==> src/rtl/alu_wide_op_seq.sv <==
// Sequences wide add/sub/logic/single-bit-shift operations through a narrow combinational ALU,
// one chunk per clock, chaining carry and folding per-chunk Z flags into a wide Z.
module alu_wide_op_seq #(
    parameter  int CHUNK_W    = 8,
    parameter  int NUM_CHUNKS = 2,
    parameter  int OPER_W     = 4,
    localparam int FLAGS_W    = 4,
    localparam int WIDE_W     = CHUNK_W * NUM_CHUNKS
) (
    input  logic               clk,
    input  logic               rst_n,
    input  logic               start,
    input  logic [OPER_W-1:0]  oper,
    input  logic [WIDE_W-1:0]  a_in,
    input  logic [WIDE_W-1:0]  b_in,
    input  logic               c_in,
    output logic               busy,
    output logic               done,
    output logic               err,
    output logic [WIDE_W-1:0]  result,
    output logic               c_out,
    output logic               z_out,
    output logic [OPER_W-1:0]  alu_oper,
    output logic [CHUNK_W-1:0] alu_a,
    output logic [CHUNK_W-1:0] alu_b,
    output logic [FLAGS_W-1:0] alu_flags,
    input  logic [CHUNK_W-1:0] alu_out,
    input  logic [FLAGS_W-1:0] alu_flags_out
);

    localparam int IDX_W  = $clog2(NUM_CHUNKS);
    localparam int FLAG_C = 0;
    localparam int FLAG_Z = 1;
    localparam logic [IDX_W-1:0] IDX_LAST = IDX_W'(NUM_CHUNKS - 1);

    localparam logic [OPER_W-1:0] OP_ADD  = OPER_W'(0);
    localparam logic [OPER_W-1:0] OP_ADC  = OPER_W'(1);
    localparam logic [OPER_W-1:0] OP_SUB  = OPER_W'(2);
    localparam logic [OPER_W-1:0] OP_SBC  = OPER_W'(3);
    localparam logic [OPER_W-1:0] OP_CMP  = OPER_W'(4);
    localparam logic [OPER_W-1:0] OP_AND  = OPER_W'(5);
    localparam logic [OPER_W-1:0] OP_ORR  = OPER_W'(6);
    localparam logic [OPER_W-1:0] OP_XOR  = OPER_W'(7);
    localparam logic [OPER_W-1:0] OP_LSL  = OPER_W'(8);
    localparam logic [OPER_W-1:0] OP_LSR  = OPER_W'(9);
    localparam logic [OPER_W-1:0] OP_ASR  = OPER_W'(10);
    localparam logic [OPER_W-1:0] OP_ROLC = OPER_W'(13);
    localparam logic [OPER_W-1:0] OP_RORC = OPER_W'(14);

    typedef enum logic [1:0] {S_IDLE, S_RUN, S_DONE} state_t;

    function automatic logic is_supported(input logic [OPER_W-1:0] op);
        case (op)
            OP_ADD, OP_ADC, OP_SUB, OP_SBC, OP_CMP,
            OP_AND, OP_ORR, OP_XOR, OP_LSL, OP_LSR, OP_ASR: return 1'b1;
            default: return 1'b0;
        endcase
    endfunction

    function automatic logic is_msb_first(input logic [OPER_W-1:0] op);
        return (op == OP_LSR) || (op == OP_ASR);
    endfunction

    function automatic logic is_shift(input logic [OPER_W-1:0] op);
        return (op == OP_LSL) || (op == OP_LSR) || (op == OP_ASR);
    endfunction

    // Later chunks switch to the carry-chaining form of the operation.
    function automatic logic [OPER_W-1:0] chunk_oper(input logic [OPER_W-1:0] op,
                                                     input logic first);
        case (op)
            OP_ADD:  return first ? OP_ADD : OP_ADC;
            OP_SUB:  return first ? OP_SUB : OP_SBC;
            OP_CMP:  return first ? OP_CMP : OP_SBC;
            OP_LSL:  return first ? OP_LSL : OP_ROLC;
            OP_LSR:  return first ? OP_LSR : OP_RORC;
            OP_ASR:  return first ? OP_ASR : OP_RORC;
            default: return op;
        endcase
    endfunction

    state_t                            state;
    logic [IDX_W-1:0]                  idx;
    logic                              carry_reg;
    logic                              z_acc;
    logic [OPER_W-1:0]                 oper_reg;
    logic [NUM_CHUNKS-1:0][CHUNK_W-1:0] a_reg;
    logic [NUM_CHUNKS-1:0][CHUNK_W-1:0] b_reg;
    logic [NUM_CHUNKS-1:0][CHUNK_W-1:0] res_reg;
    logic                              c_reg;
    logic                              z_reg;
    logic                              done_reg;
    logic                              err_reg;

    logic msb_first;
    logic first_chunk;
    logic last_chunk;
    logic alu_c;
    logic alu_z;
    logic unused_flags;

    assign msb_first    = is_msb_first(oper_reg);
    assign first_chunk  = msb_first ? (idx == IDX_LAST) : (idx == '0);
    assign last_chunk   = msb_first ? (idx == '0) : (idx == IDX_LAST);
    assign alu_c        = alu_flags_out[FLAG_C];
    assign alu_z        = alu_flags_out[FLAG_Z];
    assign unused_flags = ^alu_flags_out[FLAGS_W-1:2];

    assign busy   = (state != S_IDLE);
    assign done   = done_reg;
    assign err    = err_reg;
    assign result = res_reg;
    assign c_out  = c_reg;
    assign z_out  = z_reg;

    // ALU inputs follow the registered chunk index in the same cycle; idle otherwise.
    always_comb begin
        alu_oper  = '0;
        alu_a     = '0;
        alu_b     = '0;
        alu_flags = '0;
        if (state == S_RUN) begin
            alu_oper          = chunk_oper(oper_reg, first_chunk);
            alu_a             = a_reg[idx];
            alu_b             = is_shift(oper_reg) ? CHUNK_W'(1) : b_reg[idx];
            alu_flags[FLAG_C] = carry_reg;
        end
    end

    always_ff @(posedge clk or negedge rst_n) begin
        if (!rst_n) begin
            state     <= S_IDLE;
            idx       <= '0;
            carry_reg <= 1'b0;
            z_acc     <= 1'b0;
            oper_reg  <= '0;
            a_reg     <= '0;
            b_reg     <= '0;
            res_reg   <= '0;
            c_reg     <= 1'b0;
            z_reg     <= 1'b0;
            done_reg  <= 1'b0;
            err_reg   <= 1'b0;
        end else begin
            case (state)
                S_IDLE: begin
                    done_reg <= 1'b0;
                    err_reg  <= 1'b0;
                    if (start) begin
                        a_reg     <= a_in;
                        b_reg     <= b_in;
                        oper_reg  <= oper;
                        carry_reg <= c_in;
                        z_acc     <= 1'b1;
                        if (is_supported(oper)) begin
                            state <= S_RUN;
                            idx   <= is_msb_first(oper) ? IDX_LAST : '0;
                        end else begin
                            state    <= S_DONE;
                            done_reg <= 1'b1;
                            err_reg  <= 1'b1;
                        end
                    end
                end
                S_RUN: begin
                    carry_reg <= alu_c;
                    z_acc     <= z_acc & alu_z;
                    if (oper_reg != OP_CMP) begin
                        res_reg[idx] <= alu_out;
                    end
                    if (last_chunk) begin
                        c_reg    <= alu_c;
                        z_reg    <= z_acc & alu_z;
                        done_reg <= 1'b1;
                        err_reg  <= 1'b0;
                        state    <= S_DONE;
                    end else begin
                        idx <= msb_first ? (idx - 1'b1) : (idx + 1'b1);
                    end
                end
                S_DONE: begin
                    done_reg <= 1'b0;
                    err_reg  <= 1'b0;
                    state    <= S_IDLE;
                end
                default: state <= S_IDLE;
            endcase
        end
    end

endmodule

==> config.mk <==
export PLATFORM = sky130hd
export DESIGN_NAME = alu_wide_op_seq
export DESIGN_NICKNAME = d
export VERILOG_FILES = /design/src/rtl/alu_wide_op_seq.sv
export SDC_FILE = /design/constraint.sdc
export NUM_CORES = 1
export LEC_CHECK = 0
export BUFFER_PORTS_ARGS = -buffer_cell sky130_fd_sc_hd__buf_2
export CORE_UTILIZATION = 35
export DETAILED_ROUTE_END_ITERATION = 8
export PLACE_DENSITY = 0.61
export SYNTH_ARGS = -nofsm -noshare
export SYNTH_HDL_FRONTEND = slang
export SYNTH_SLANG_ARGS = --single-unit
export TNS_END_PERCENT = 10
==> constraint.sdc <==
create_clock -name clk -period 2 [get_ports clk]
set_input_delay 0.2 -clock clk [delete_from_list [all_inputs] [get_ports clk]]
set_output_delay 0.2 -clock clk [all_outputs]
set_load 0.02 [all_outputs]
# [After elaboration in Yosys (flattened, before gate mapping)]
# Memory sizes are Yosys's and may differ from the RTL's.
# Cells that the tools add are included.
[word_totals] register_bits=61 latchBits=0 mem_bits_rw=0 mem_bits_ro=16 inputBits=52 output_inout_bits=45 elab_cells=96 memories=1
[op_classes] addsub=2 n_mul=0 div=0 order_cmp=2 n_eq_ne=14 shift=0 mux=43 bitwise_logic=2 reduce_logical=17
[memory_table] name="(name not given)" words=16 word_bits=1 rd=1 rd_ports_with_merged_regs=0 wr=0 line="53" text="case (op)"
[op_table] operator="$mux 8" n=8
[op_table] operator="$pmux 4 s6" n=1
[op_table] operator="$eq 4x4->1 const B" n=5
[op_table] operator="$mux 1" n=18
[op_table] operator="$bwmux 16" n=1
[op_table] operator="$mux 3" n=4
[op_table] operator="$reduce_and 2->1" n=6
[op_table] operator="$demux 8 s1" n=1
[op_table] operator="$ne 2x2->1 const B" n=4
[op_table] operator="$mux 2" n=3
[op_table] operator="$pmux 1 s2" n=3
[op_table] operator="$pmux 1 s3" n=2
[op_table] operator="$eq 4x2->1 const B" n=1
[op_table] operator="$eq 4x3->1 const B" n=1
[op_table] operator="$logic_not 4->1" n=1
[op_table] operator="$logic_or 1x1->1" n=4
[op_table] operator="$mux 4" n=1
[op_table] operator="$ne 4x3->1 const B" n=1
[op_table] operator="$pmux 2 s2" n=1
[op_table] operator="$reduce_and 4->1" n=1
[op_table] operator="$reduce_bool 2->1" n=2
[op_table] operator="$reduce_bool 3->1" n=1
[op_table] operator="$eq 2x1->1 const B" n=1
[op_table] operator="$eq 2x2->1 const B" n=1
[op_table] operator="8 further kinds" n=8

# [Longest topological paths before layout]
[depth] depth_word=6 ltp_mapped=7 depth_no_buf=6

# [Least setup slack after synthesis]
# OpenSTA, ideal clock, no wires.
[synth_timing] path_kind="reg2out" from="register state[1]" to="output port alu_oper[2]" arrival_time_ns=1.693 required_ns=1.800 path_slack_ns=0.107 stages_incl_launch_ff=7 path_buffers=2 path_cell_list="dfrtp_1 inv_1 ha_1 buf_2 clkbuf_1 clkinv_1 a31oi_1"
[synth_between] elab_chain_cells=2
[synth_rtl] item="start: declaration" line="82" text="state_t state;"
[synth_rtl] item="start signal: assignment" line="132" text="state <= S_IDLE;"
[synth_rtl] item="start signal: assignment" line="156" text="state <= S_RUN;"
[synth_rtl] item="start signal: assignment" line="159" text="state <= S_DONE;"
[synth_rtl] item="$eq 2x1->1" line="122" text="if (state == S_RUN) begin"
[synth_rtl] item="$mux 4" line="122"
[synth_rtl] item="end: declaration" line="23" text="output logic [OPER_W-1:0] alu_oper,"
# Every way passes these cells.

# [Worst setup path in the final report]
[layout_timing] from="register oper_reg[0]" to="output port alu_oper[2]"
[layout_between] elab_chain_cells=6 word_cells_on_any_way=14 cone_classes="eq/ne: 5; mux: 7; reduce/logical: 2"
[layout_rtl] item="start: declaration" line="86" text="logic [OPER_W-1:0] oper_reg;"
[layout_rtl] item="start signal: assignment" line="152" text="oper_reg <= oper;"
[layout_rtl] item="$eq 4x4->1" line="61, 71"
[layout_rtl] item="$logic_or 1x1->1" line="61" text="return (op == OP_LSR) || (op == OP_ASR);"
[layout_rtl] item="$mux 1" line="103" text="assign first_chunk = msb_first ? (idx == IDX_LAST) : (idx == '0);"
[layout_rtl] item="$mux 3 (on tied branches)"
[layout_rtl] item="$pmux 4 s6 (*)" line="71" text="case (op)"
[layout_rtl] item="$mux 4 (*)" line="122"
# Mark *: on every way between the ends. The rest lies on a longest branch, timed or not.

==> parameters.txt <==
Parameter                              Value

Route
  Number of design-rule violations left by the first detailed-router iteration    101
  WL/cell    13.9 µm
  Pre-antenna DRT Iters    4
  Total DRC errors in the routed layout    0
  Number of vias per cell    4.82
  Total detailed-routing wirelength    6370 µm
  ANT nets after route    0
  Vias post-DR    2205

Placed design
  Number of cells after detailed placement    441
  HPWL Detailed    4660 µm
  Post-placement worst setup slack    196 ps
  GP Congestion    0.742
  Port Buffer Count    91

Clock tree
  Number of clock buffers inserted by TritonCTS    9
  H-tree depth    3
  CTS tree    done
  Cell at the root of the clock tree    sky130_fd_sc_hd__clkbuf_8
  CTS Buffer Depth    2
  Latest clock arrival within the worst-skew pair    330 ps
  Worst-path clk slew    70 ps
  Number of clock sinks seen by CTS    61
  Buffer count from post-CTS setup fixing    0

Worst setup path
  Data required time at the worst endpoint    1800 ps
  Reg-to-Reg End    result[13]$_DFFE_PN0P_
  Most prevalent standard cell on the critical path    sky130_fd_sc_hd__buf_4
  Worst R2R Setup Slack    220 ps
  Depth of the worst register-to-register path    3
  CP max-delay cell    sky130_fd_sc_hd__dfrtp_2
  Startpoint types    register
  Reg-to-reg critical path startpoint    oper_reg[3]$_DFFE_PN0P_
  Classification of the worst setup path    reg -> out
  Cell-by-cell listing of the critical path    buf_4, xnor2_1, or3_1, a31oi_1, buf_4
  Type of element capturing the critical path    primary output
  CP Data Arrival Time    1700 ps
  Worst-path maximum fanout    6
  Maximum cell stage delay along the critical path    450 ps

Synth
  Top post-synthesis cells by area    sky130_fd_sc_hd__dfrtp_1 (52%), sky130_fd_sc_hd__mux2_2 (21%), sky130_fd_sc_hd__mux2i_1 (6.1%)
  Sequential fraction of the synthesis area    51.6%
  Yosys top cell by area    sky130_fd_sc_hd__dfrtp_1
  Gate count after technology mapping    245
  Adder-cell share of the synthesized area    1.27%
  Netlist area before placement    0.00296 mm²
  Main combinational cell family by area after synthesis    multiplexers
  Proportion of netlist area held by the largest area contributor    51.6%
  Flip-flop and latch count after synthesis    61
  Syn. warnings    0
  Yosys cell types    41
  Fraction of the mapped netlist area in simple logic gates    9.04%
  Post-Syn Area per Cell    12.1 µm²
  Synthesized-area fraction occupied by xor and xnor cells    1.18%
  Synth Area in Compound Gates    6.47%
  Fraction of synthesized area in multiplexers    26.6%

Worst hold path
  Worst min-delay path class    in -> reg
  Capture endpoint of the worst hold path    a_reg[2]$_DFFE_PN0P_
  Hold path depth    2
  HP Start    a_in[2]

Job
  Maximum capacitance violations    0

Floorplan
  Initial Utilization    36.0%
  Ports placed on the boundary    97
  Cell Rows    33
  Core area    0.00822 mm²
  Die Span X    94.0 µm
  Die area    0.00883 mm²
  Die H    94.0 µm

Global route
  Maximum number of pins on one net before global-route repair    38
  Total grt overflow    0
  Number of global-route vias before repair    2284
  Number of antenna violations at the first check in global routing    0
  GR Util All Layers    15.7%
  Wire length of the first global-routing pass    10600 µm

Finish
  Fraction of layout cells with a size suffix above 1    50.9%
  Commonest non-fill, non-tap cell in the layout    sky130_fd_sc_hd__buf_2
  Final design utilization    46.7%
  Antenna Cells    0
  Number of nets in the layout    403
  Most used cells in the layout excluding fill and tap cells    sky130_fd_sc_hd__buf_2 (90), sky130_fd_sc_hd__dfrtp_1 (60), sky130_fd_sc_hd__mux2_2 (54)
  Area Growth Syn to Fin    29.6%
  Final cell count without fillers    457

STA
  RSZ-0062 raised after global routing    yes
  Final cycle utilization of the critical path    95.1%
  Number of slew-limit violations in the final report    0
  Setup TNS    0 ps
  Slew headroom    65.6%
  Slew at the pin closest to its max-slew limit    517 ps
  Final setup violating endpoints    0
  Worst Skew    7.12 ps
  Minimum clock period    1900 ps
  Fmax    0.526 GHz
  Final hold vios    0
  Worst slack on hold paths    96.1 ps
  Smallest setup slack after layout    97.4 ps

Power
  IR Drop Worst-Case VDD    0.000626 V
  Power density over the cells    1690 mW/mm²
  Leakage power    1.88 nW

Run status
  Outcome    finished, final reports clean
report_power, final:
| part | internal (mW) | leakage [nW] | switching (mW) |
|---|---|---|---|
| combinational | 1.45 | 1.06 | 1.59 |
| sequential | 1.86 | 0.720 | 0.376 |
| clock | 0.727 | 0.105 | 0.468 |
| total | 4.04 | 1.88 | 2.43 |
Yosys cell counts:
library cell and number:
sky130_fd_sc_hd__and2_1 2, sky130_fd_sc_hd__clkbuf_1 2, sky130_fd_sc_hd__a21oi_1 4, sky130_fd_sc_hd__mux2i_1 18
sky130_fd_sc_hd__xor2_1 2, sky130_fd_sc_hd__or3_1 1, sky130_fd_sc_hd__nand2_1 9, sky130_fd_sc_hd__clkinv_1 1
sky130_fd_sc_hd__nor2_2 1, sky130_fd_sc_hd__a21o_1 1, sky130_fd_sc_hd__o31a_1 1, sky130_fd_sc_hd__o41ai_1 1
sky130_fd_sc_hd__nor3_1 6, sky130_fd_sc_hd__ha_1 3, sky130_fd_sc_hd__nor2b_1 2, sky130_fd_sc_hd__buf_4 4
sky130_fd_sc_hd__a31oi_1 4, sky130_fd_sc_hd__o21ai_0 8, sky130_fd_sc_hd__o22a_1 1, sky130_fd_sc_hd__and2b_1 1
sky130_fd_sc_hd__nand2b_1 3, sky130_fd_sc_hd__conb_1 1, sky130_fd_sc_hd__a311oi_1 1, sky130_fd_sc_hd__xnor2_1 2
sky130_fd_sc_hd__buf_6 1, sky130_fd_sc_hd__o32ai_1 1, sky130_fd_sc_hd__buf_2 7, sky130_fd_sc_hd__o211ai_4 1
sky130_fd_sc_hd__nor2_1 22, sky130_fd_sc_hd__or3b_4 1, sky130_fd_sc_hd__o21ai_2 1, sky130_fd_sc_hd__inv_1 6
sky130_fd_sc_hd__o32a_1 1, sky130_fd_sc_hd__nor3b_1 1, sky130_fd_sc_hd__nor4_1 1, sky130_fd_sc_hd__and3_1 2
sky130_fd_sc_hd__mux2_2 54, sky130_fd_sc_hd__o21a_1 1, sky130_fd_sc_hd__dfrtp_1 61, sky130_fd_sc_hd__a21boi_0 1
sky130_fd_sc_hd__nand3_1 4
how the worst max path moves through the flow:
stage	start	endpoint	slack, ps	cells past startpoint
2_1_floorplan	state[1]$_DFFE_PN0P_	alu_oper[2]	110	6
5_1_grt	oper_reg[0]$_DFFE_PN0P_	alu_oper[2]	-7	5
6_report	oper_reg[0]$_DFFE_PN0P_	alu_oper[2]	100	5
3_3_place_gp	state[1]$_DFFE_PN0P_	alu_oper[2]	220	5
3_5_place_dp	state[1]$_DFFE_PN0P_	alu_b[6]	200	6
4_1_cts	state[1]$_DFFE_PN0P_	alu_b[6]	6	6
critical path: cells and delay by family (launching register included):
family                    cells  cell delay [ps]
buffers and inverters         2              340
DFF                           1              450
AOI/OAI and AO/OA             1              170
and+or+nand+nor               1              300
xor gates and xnor gates      1              120
through the flow:
step | cell area (µm²) | total power, mW
after floorplan | 2970 | 4.39
after global placement | 3590 | 5.18
after detailed placement | 3590 | 5.27
after CTS | 3820 | 6.51
after global routing | 3840 | 6.92
final | 3840 | 6.47
repair_timing:
item,in CTS,in global routing
pin swaps,0,0
hold buffers,1,0
setup endpoints to repair,17,10
resized for setup,3,5
endpoints found under the hold margin,19,0
routing by layer:
layer	track usage, %	share of wire [%]
met4	6.41	0.96
met1	19.0	45
met5	0	0
met2	25.6	47
met3	5.02	7.3
layout make-up:
type | count | area (µm²)
tap | 105 | 131
timing repair buffer | 104 | 591
sequential | 61 | 1530
clock buffer | 11 | 141
inverter | 7 | 27.5
clock inverter | 4 | 72.6
multi-input combinational | 165 | 1350
fill | 785 | 4380
kinds of logic (layout without fill, tap and decap cells):
| group | after synthesis | count (layout) |
|---|---|---|
| and+or+nand+nor | 56 | 56 |
| DFF | 61 | 61 |
| buffers and inverters | 21 | 126 |
| other | 1 | 3 |
| muxes | 72 | 72 |
| AOI/OAI and AO/OA | 27 | 27 |
| adders and majority gates | 3 | 3 |
| xor gates and xnor gates | 4 | 4 |
Power figures use the tool's default switching activity.
